$ cat src/rtl/windowed_energy_pkg.sv
// Shared types and width helpers for the sliding-window energy stage.
package windowed_energy_pkg;

  typedef enum logic [1:0] {
    IDLE   = 2'd0,
    FETCH  = 2'd1,
    ACCUM  = 2'd2,
    OUTPUT = 2'd3
  } state_e;

  // Channel tag width; a single channel still carries a 1-bit tag.
  function automatic int ch_w(input int channels);
    return (channels > 1) ? $clog2(channels) : 1;
  endfunction

  // Ring pointer width; wraps naturally because WINDOW is a power of two.
  function automatic int ptr_w(input int window);
    return (window > 1) ? $clog2(window) : 1;
  endfunction

  // Fill counter must be able to hold WINDOW itself.
  function automatic int fill_w(input int window);
    return $clog2(window) + 1;
  endfunction

  // Smallest accumulator that holds WINDOW full-scale squares.
  function automatic int min_energy_w(input int sample_width, input int window);
    return 2 * sample_width + $clog2(window);
  endfunction

endpackage

$ cat src/rtl/window_ring_buffer.sv
// Per-channel sample history: simple dual-port RAM, registered read, no reset.
module window_ring_buffer
  import windowed_energy_pkg::*;
#(
  parameter int SAMPLE_WIDTH = 16,
  parameter int WINDOW       = 16,
  parameter int CHANNELS     = 1
) (
  input  logic                                        clock,
  input  logic                                        rd_en_i,
  input  logic [ch_w(CHANNELS)+ptr_w(WINDOW)-1:0]     rd_addr_i,
  output logic [SAMPLE_WIDTH-1:0]                     rd_data_o,
  input  logic                                        wr_en_i,
  input  logic [ch_w(CHANNELS)+ptr_w(WINDOW)-1:0]     wr_addr_i,
  input  logic [SAMPLE_WIDTH-1:0]                     wr_data_i
);

  localparam int DEPTH = CHANNELS * WINDOW;

  logic [SAMPLE_WIDTH-1:0] mem [DEPTH];
  logic [SAMPLE_WIDTH-1:0] rd_data_q;

  // Write port and registered read port; callers never address an absent channel.
  always_ff @(posedge clock) begin
    if (wr_en_i) mem[wr_addr_i] <= wr_data_i;
    if (rd_en_i) rd_data_q <= mem[rd_addr_i];
  end

  assign rd_data_o = rd_data_q;

endmodule

$ cat src/rtl/windowed_energy.sv
// Multi-channel sliding-window energy: running sum of squares updated per sample.
module windowed_energy
  import windowed_energy_pkg::*;
#(
  parameter int SAMPLE_WIDTH = 16,
  parameter int ENERGY_WIDTH = 40,
  parameter int WINDOW       = 16,
  parameter int HOP          = 1,
  parameter int CHANNELS     = 1,
  parameter int SIGNED       = 1
) (
  input  logic                          clock,
  input  logic                          resetn,
  input  logic [SAMPLE_WIDTH-1:0]       sample_data,
  input  logic [ch_w(CHANNELS)-1:0]     sample_channel,
  input  logic                          sample_valid,
  output logic                          sample_ready,
  output logic [ENERGY_WIDTH-1:0]       energy_data,
  output logic [ch_w(CHANNELS)-1:0]     energy_channel,
  output logic                          energy_valid,
  input  logic                          energy_ready
);

  localparam int CH_W   = ch_w(CHANNELS);
  localparam int PTR_W  = ptr_w(WINDOW);
  localparam int FILL_W = fill_w(WINDOW);

  if (ENERGY_WIDTH < min_energy_w(SAMPLE_WIDTH, WINDOW)) begin : g_chk_width
    $error("windowed_energy: ENERGY_WIDTH too small for SAMPLE_WIDTH and WINDOW");
  end
  if (WINDOW < 2 || (WINDOW & (WINDOW - 1)) != 0) begin : g_chk_window
    $error("windowed_energy: WINDOW must be a power of two >= 2");
  end
  if (HOP < 1 || HOP > WINDOW || CHANNELS < 1) begin : g_chk_hop
    $error("windowed_energy: HOP must be 1..WINDOW and CHANNELS >= 1");
  end

  // Square with sign handling; the true product always fits in 2*SAMPLE_WIDTH bits.
  function automatic logic [ENERGY_WIDTH-1:0] square(input logic [SAMPLE_WIDTH-1:0] x);
    logic signed [2*SAMPLE_WIDTH-1:0] xe;
    logic        [2*SAMPLE_WIDTH-1:0] p;
    if (SIGNED != 0) xe = {{SAMPLE_WIDTH{x[SAMPLE_WIDTH-1]}}, x};
    else             xe = {{SAMPLE_WIDTH{1'b0}}, x};
    p = xe * xe;
    return {{(ENERGY_WIDTH-2*SAMPLE_WIDTH){1'b0}}, p};
  endfunction

  state_e                   state_q;
  logic                     ready_q;
  logic [SAMPLE_WIDTH-1:0]  cap_data_q;
  logic [CH_W-1:0]          cap_ch_q;
  logic [ENERGY_WIDTH-1:0]  result_q;
  logic [CH_W-1:0]          result_ch_q;
  logic [ENERGY_WIDTH-1:0]  energy_data_q;
  logic [CH_W-1:0]          energy_ch_q;
  logic                     energy_valid_q;

  logic [ENERGY_WIDTH-1:0]  total_q  [CHANNELS];
  logic [PTR_W-1:0]         wr_ptr_q [CHANNELS];
  logic [FILL_W-1:0]        fill_q   [CHANNELS];
  logic [FILL_W-1:0]        hop_q    [CHANNELS];

  logic                     ch_ok;
  logic [CH_W-1:0]          ch_idx;
  logic                     full_now;
  logic [FILL_W-1:0]        fill_d;
  logic [FILL_W-1:0]        hop_d;
  logic [PTR_W-1:0]         wr_ptr_d;
  logic [ENERGY_WIDTH-1:0]  sq_new;
  logic [ENERGY_WIDTH-1:0]  sq_old;
  logic [ENERGY_WIDTH-1:0]  total_d;
  logic                     emit_d;
  logic [SAMPLE_WIDTH-1:0]  old_sample;
  logic [CH_W+PTR_W-1:0]    ring_addr;

  // Per-sample update: oldest square is ignored until the window has filled.
  always_comb begin
    ch_ok    = (32'(cap_ch_q) < 32'(CHANNELS));
    ch_idx   = ch_ok ? cap_ch_q : '0;
    full_now = (fill_q[ch_idx] == FILL_W'(WINDOW));
    fill_d   = full_now ? fill_q[ch_idx] : fill_q[ch_idx] + FILL_W'(1);
    wr_ptr_d = wr_ptr_q[ch_idx] + PTR_W'(1);
    sq_new   = square(cap_data_q);
    sq_old   = full_now ? square(old_sample) : '0;
    total_d  = total_q[ch_idx] + sq_new - sq_old;
    if (!full_now) begin
      hop_d  = '0;
      emit_d = (fill_d == FILL_W'(WINDOW));
    end else if (hop_q[ch_idx] == FILL_W'(HOP - 1)) begin
      hop_d  = '0;
      emit_d = 1'b1;
    end else begin
      hop_d  = hop_q[ch_idx] + FILL_W'(1);
      emit_d = 1'b0;
    end
  end

  assign ring_addr = {ch_idx, wr_ptr_q[ch_idx]};

  window_ring_buffer #(
    .SAMPLE_WIDTH (SAMPLE_WIDTH),
    .WINDOW       (WINDOW),
    .CHANNELS     (CHANNELS)
  ) u_ring (
    .clock     (clock),
    .rd_en_i   (state_q == FETCH && ch_ok),
    .rd_addr_i (ring_addr),
    .rd_data_o (old_sample),
    .wr_en_i   (state_q == ACCUM && ch_ok),
    .wr_addr_i (ring_addr),
    .wr_data_i (cap_data_q)
  );

  // Capture the accepted sample and the freshly computed total (datapath, no reset).
  always_ff @(posedge clock) begin
    if (state_q == IDLE && sample_valid && ready_q) begin
      cap_data_q <= sample_data;
      cap_ch_q   <= sample_channel;
    end
    if (state_q == ACCUM) begin
      result_q    <= total_d;
      result_ch_q <= cap_ch_q;
    end
  end

  // Control FSM, per-channel running state and the registered result port.
  always_ff @(posedge clock or negedge resetn) begin
    if (!resetn) begin
      state_q        <= IDLE;
      ready_q        <= 1'b0;
      energy_data_q  <= '0;
      energy_ch_q    <= '0;
      energy_valid_q <= 1'b0;
      for (int c = 0; c < CHANNELS; c++) begin
        total_q[c]  <= '0;
        wr_ptr_q[c] <= '0;
        fill_q[c]   <= '0;
        hop_q[c]    <= '0;
      end
    end else begin
      if (energy_valid_q && energy_ready) energy_valid_q <= 1'b0;
      case (state_q)
        IDLE: begin
          ready_q <= 1'b1;
          if (sample_valid && ready_q) begin
            ready_q <= 1'b0;
            state_q <= FETCH;
          end
        end
        FETCH: begin
          if (ch_ok) begin
            state_q <= ACCUM;
          end else begin
            ready_q <= 1'b1;
            state_q <= IDLE;
          end
        end
        ACCUM: begin
          total_q[ch_idx]  <= total_d;
          wr_ptr_q[ch_idx] <= wr_ptr_d;
          fill_q[ch_idx]   <= fill_d;
          hop_q[ch_idx]    <= hop_d;
          if (emit_d) begin
            state_q <= OUTPUT;
          end else begin
            ready_q <= 1'b1;
            state_q <= IDLE;
          end
        end
        OUTPUT: begin
          if (!(energy_valid_q && !energy_ready)) begin
            energy_data_q  <= result_q;
            energy_ch_q    <= result_ch_q;
            energy_valid_q <= 1'b1;
            ready_q        <= 1'b1;
            state_q        <= IDLE;
          end
        end
        default: state_q <= IDLE;
      endcase
    end
  end

  assign sample_ready   = ready_q;
  assign energy_data    = energy_data_q;
  assign energy_channel = energy_ch_q;
  assign energy_valid   = energy_valid_q;

endmodule

$ cat config.mk
export PLATFORM = sky130hd
export DESIGN_NAME = windowed_energy
export DESIGN_NICKNAME = d
export VERILOG_FILES = /design/src/rtl/windowed_energy_pkg.sv /design/src/rtl/window_ring_buffer.sv /design/src/rtl/windowed_energy.sv
export SDC_FILE = /design/constraint.sdc
export NUM_CORES = 2
export LEC_CHECK = 0
export CAP_MARGIN = 10
export CORE_MARGIN = 2
export CORE_UTILIZATION = 43
export DETAILED_ROUTE_END_ITERATION = 12
export PLACE_DENSITY = 0.57
export SLEW_MARGIN = 40
export SYNTH_ARGS = -nofsm -noshare
export SYNTH_HDL_FRONTEND = slang
export SYNTH_SLANG_ARGS = --single-unit
$ cat constraint.sdc
create_clock -name clock -period 22.8 [get_ports clock]
set_input_delay 5.7 -clock clock [delete_from_list [all_inputs] [get_ports clock]]
set_output_delay 5.7 -clock clock [all_outputs]
set_load 0.02 [all_outputs]
* After elaboration in Yosys (flattened, before gate mapping)
Memory sizes are Yosys's and may differ from the RTL's. A register that Yosys moved wholly into a read port is not among the register bits.
Index checks and enable logic that the tools add are counted.
** Word-level totals
- Bits of input ports :: 21
- Memories :: 1
- Word-level logic and storage cells :: 81
- Bits in writable memories :: 256
- Flip-flop bits (word level) :: 157
- Output and inout port bits :: 43
** Cells by class
- Bitwise logic cells :: 1
- $add $sub $neg :: 5
- Multipliers :: 2
- Mux-type cells :: 33
- Equality and inequality tests :: 9
- $lt $le $gt $ge :: 3
- Reductions and logical operators :: 14
** Memories
- u_ring.mem :: words 16, bits a word 16, rd ports 1, clocked after Yosys merged registers in 1, write ports 1, line window_ring_buffer.sv:20 : logic [SAMPLE_WIDTH-1:0] mem [DEPTH];
** Operators by type and width (number)
- $mux 40 :: 2
- $mul 16x16->32 :: 2
- $add 40x32->40 :: 1
- $bwmux 40 :: 1
- $sub 40x32->40 :: 1
- $mux 32 :: 1
- $mux 5 :: 6
- $mux 1 :: 12
- $add 5x1->5 const B :: 2
- $bwmux 5 :: 2
- $eq 5x5->1 const B :: 2
- $logic_and 1x1->1 :: 8
- $mux 2 :: 4
- $mux 4 :: 2
- $pmux 2 s4 :: 1
- $ne 2x2->1 const B :: 3
- $logic_not 5->1 :: 1
- $add 4x1->4 const B :: 1
- $bwmux 4 :: 1
- $eq 2x2->1 const B :: 2
- $pmux 1 s4 :: 1
- $reduce_and 2->1 :: 2
- $reduce_and 3->1 :: 1
- $eq 2x1->1 const B :: 1
- 6 further kinds :: 7

* Longest topological paths before layout
- Word-level depth :: 10
- Gate-level depth with buffers :: 37
- Gate-level depth less buffers :: 37

* Modules after synthesis
A second synthesis with hierarchy kept.
** Second synthesis, totals
- Cell total of the unflattened synthesis :: 3135
- Area total of the unflattened synthesis :: 36381.1 um^2
** Modules (own cells, without submodules)
- windowed_energy :: area an instance 26178.9 um^2, sequential area each 4219.0 um^2, times used 1, cells each 2703
- window_ring_buffer :: area an instance 10202.3 um^2, sequential area each 8167.8 um^2, times used 1, cells each 432

* Least setup slack after synthesis
OpenSTA, ideal clock, no wires.
- Kind :: register -> register
- Start :: register cap_data_q[1]
- End :: register result_q[37], data pin
- Setup slack :: 14.099 ns
- Cell stages (with the launch flop) :: 36
- Arrival :: 8.446 ns
- Data required time :: 22.545 ns
- Clock period less this slack :: 8.701 ns
- Setup time :: 0.255 ns
- Path through :: edfxtp_1 > clkbuf_1 > clkbuf_1 > nand2_1 > inv_1 > fa_1 > inv_1 > fa_1 > inv_1 > fa_1 > fa_1 > fa_1 > inv_1 > fa_1 > inv_1 > ha_1 > a21o_1 > a21o_1 > a21o_1 > a21oi_1 > o21ai_0 > a221oi_1 > o21ai_1 > a21oi_1 > o21bai_1 > xnor2_1 > fa_1 > inv_1 > ha_1 > nand2_1 > o21ai_0 > a31oi_1 > nand2_1 > a21o_1 > or3_1 > and3_1
** On the way
- Cells in the longest elaborated chain, start to end :: 3
** Ends and longest elaborated chain
- start: declaration :: line windowed_energy.sv:50 : logic [SAMPLE_WIDTH-1:0] cap_data_q;
- start signal: assignment :: line windowed_energy.sv:117 : cap_data_q <= sample_data;
- $mul 16x16->32 :: line windowed_energy.sv:44 : p = xe * xe;
- $add 40x32->40 :: line windowed_energy.sv:85 : total_d = total_q[ch_idx] + sq_new - sq_old;
- $sub 40x32->40 :: line windowed_energy.sv:85
- named net total_d[37] :: line windowed_energy.sv:71 : logic [ENERGY_WIDTH-1:0] total_d;
- end signal: assignment :: line windowed_energy.sv:121 : result_q <= total_d;
- end: declaration :: line windowed_energy.sv:52 : logic [ENERGY_WIDTH-1:0] result_q;
The timed path passes the listed nets, and every way through them passes these cells.
A chain may end at the register's enable or synchronous reset.

* Final worst setup path
- Start :: register u_ring.rd_data_q[15], in the netlist u_ring.rd_data_o[15] (read register of u_ring.mem)
- End :: register result_q[37], data pin
** On the way
- Cells in the longest elaborated chain, start to end :: 3
** Ends and longest elaborated chain
- start: declaration :: line window_ring_buffer.sv:21 : logic [SAMPLE_WIDTH-1:0] rd_data_q;
- $mul 16x16->32 :: line windowed_energy.sv:44
- $mux 32 :: line windowed_energy.sv:84 : sq_old = full_now ? square(old_sample) : '0;
- $sub 40x32->40 :: line windowed_energy.sv:85
- named net total_d[37] :: line windowed_energy.sv:71
The timed path passes the listed nets, and every way through them passes these cells.

==> flow_summary.ini <==
[grt]
grt_usage_pct = 20.37
overflow = 0
antenna_found_initial = 1
grt_pass1_wl_um = 136400
grt_pass1_vias = 24950
grt_max_degree = 69

[sta]
hold_viol = 0
timing.hold.ws_ns = 0.4784
timing.fmax_ghz = 0.09995
slew_violations = 0
finClkSkew_ns = 0.04087
fin_setup_tns_ns = 0
fin_crit_ns = 10.01
setup_viol = 0
worst_slew_pin_slew_ns = 0.8678
slew_headroom_pct = 42.15
post-route-period-util_pct = 43.88
rsz0062_at_grt = false

[worst_setup_path]
r2r_start = u_ring.rd_data_o[15]
regToRegSetupSlack_ns = 12.79
endpoint_kind = register
cp.arrival_ns = 10.36
crit_start = u_ring.rd_data_o[15]
criticalPathCategory = register to register
r2r_cells = 29
max_stage_delay_ns = 0.90
crit-reg2reg-capture = result_q[37]
cpMostUsedCell = fa_1
worst_ep_required_time_ns = 23.16
cp-start-kind = register
crit_path_max_fanout = 17
slowest_stage = fa_1

[synth]
yosys_warnings = 0
synth-edff-count = 330
ys_seq_area_share_pct = 33.90
synth_nets = 3860
syn_area_sq_um = 36540
ys_ff_latch = 429
syn_inst = 3112
synthFlopType = edfxtp_1
ys_async_sr_fraction_pct = 23.08
avgSynthCellArea_sq_um = 11.74
ys_types = 67

[worst_hold_path]
holdPathStages = 1
min_to = energy_data[1]
hp-start = result_q[1]
hp-class = register to register

[clocking]
clk_pin_slew_ns = 0.06
cts_sinks = 429
cts_root_buffer = clkbuf_16
worstSkewPairLatency_ns = 0.62
post_cts_buffers = 0
cts_resized = 0
cts_tree = built
cts_hold_buf = 0
cts_buffer_depth = 3
cts-buffers-inserted = 48
cts.htree.levels = 2

[detailed_routing]
antenna_left = 0
dr.pass1.iters = 5
finalWirelength_um = 84120
drc = 0
wl_per_cell_um = 19.27
viasPerCell = 5.124
vias = 22370
dr.first_iter.drc_count = 1356

[cells_and_area]
drive_gt1_share_pct = 8.854
multi_input_area_sq_um = 21180
seq_area_sq_um = 12390
fin_nets = 3940
syn_to_final_growth_pct = 10.27
n_fill_cell = 7551

[flow_run]
cap_viol_max_count = 0

[die]
num_rows = 106
dieArea_sq_um = 87320
coreArea_sq_um = 83950
pin_count = 64
dieHeight_um = 295.5
die_x_um = 295.5
start_util_pct = 43.52

[place]
hpwlAfterDp_um = 63790
io_buffers = 63
place_congestion = 0.8551

[outcome]
status = finished, final reports clean
==> sequential cells by signal, indices dropped and copies added (netlist names), 4 cells and up <==
name,cells
cap_data_q,16
energy_data,40
fill_q,5
hop_q,5
result_q,40
total_q,40
u_ring.mem,256
u_ring.rd_data_o,16
wr_ptr_q,4
==> Yosys cell counts (all sizes together) (13+ instances only) <==
| library cell | n | share of area, % |
|---|---|---|
| and2 | 80 | 1.4 |
| buf | 14 | 0.14 |
| inv | 716 | 7.4 |
| nand2b | 20 | 0.34 |
| ha | 221 | 7.6 |
| nor2 | 126 | 1.3 |
| clkbuf | 70 | 0.72 |
| mux2 | 52 | 1.6 |
| xor2 | 39 | 0.93 |
| fa | 506 | 28 |
| o21ai | 54 | 0.74 |
| o21bai | 17 | 0.35 |
| and3 | 13 | 0.22 |
| xnor2 | 89 | 2.1 |
| mux4 | 80 | 4.9 |
| edfxtp | 330 | 27 |
| a21o | 59 | 1.2 |
| nand2 | 272 | 2.8 |
| dfrtp | 99 | 6.8 |
| nand3 | 23 | 0.32 |
| a21oi | 85 | 1.2 |
==> area by class of cell <==
class | instances | area share (%)
Sequential cell | 429 | 30.76
Multi-Input combinational cell | 1883 | 52.57
Tap cell | 1134 | 3.521
Inverter | 716 | 6.676
Clock buffer | 56 | 3.108
Timing Repair Buffer | 114 | 2.720
Clock inverter | 32 | 0.6397
Antenna cell | 1 | 0.006210
==> placed cells by master, fill, tap and decap left out, drive strengths merged, types with 8 or more instances in the layout <==
cell	count
buf	51
nand2b	20
a21oi	85
o21ai	54
clkinv	24
a31oi	8
clkdlybuf4s50	62
o31ai	10
and2	80
xor2	39
nor3	11
nand4	11
clkbuf	57
and3	13
ha	221
xnor2	89
a21o	59
nor2b	8
nand3	23
mux4	80
o21bai	17
nor2	126
dfrtp	99
o21a	11
edfxtp	330
nand2	272
fa	506
inv	718
mux2	52
==> critical path: cells and delay by family, from the launching register on <==
family | cells | cell delay [ns]
AOI/OAI and AO/OA | 7 | 1.44
xor gates and xnor gates | 1 | 0.08
adders and majority gates | 9 | 4.74
buffers and inverters | 4 | 0.67
DFF | 1 | 0.84
and+or+nand+nor | 8 | 1.97
==> through the flow <==
stage / setup WS (ns) / area [sq um] / util (%) / instances
5_1_grt: 12.21 / 40290 / 47.99 / 4364
3_3_place_gp: 12.67 / 38590 / 45.96 / 4262
3_5_place_dp: 12.82 / 38750 / 46.15 / 4274
6_report: 12.79 / 40290 / 48.00 / 4365
4_1_cts: 12.79 / 40260 / 47.95 / 4362
2_1_floorplan: 14.10 / 36540 / - / 3112
==> how the worst max path moves through the flow <==
stage / depth (start not counted) / slack, ns / endpoint
after global routing: 30 / 12.21 / result_q[37]
after CTS: 30 / 12.79 / result_q[37]
after global placement: 33 / 12.67 / result_q[37]
after detailed placement: 30 / 12.82 / result_q[37]
after floorplan: 35 / 14.10 / result_q[37]
final: 29 / 12.79 / result_q[37]
==> per-layer routing <==
layer	track usage, %	share of wire (%)
met1	27.00	43
met2	35.18	50
met3	2.751	5.0
met4	5.559	2.5
met5	0	0
==> cells by family after synthesis <==
family	synth area share, %
flops	33.90
fa+ha+maj	35.29
mux	6.626
simple gates	7.420
xor+xnor	3.068
compound gates	5.479
buf+inv	8.218
Power is not shown: default switching activity piles up to over one toggle a cycle in this logic, so the estimate is an artifact.
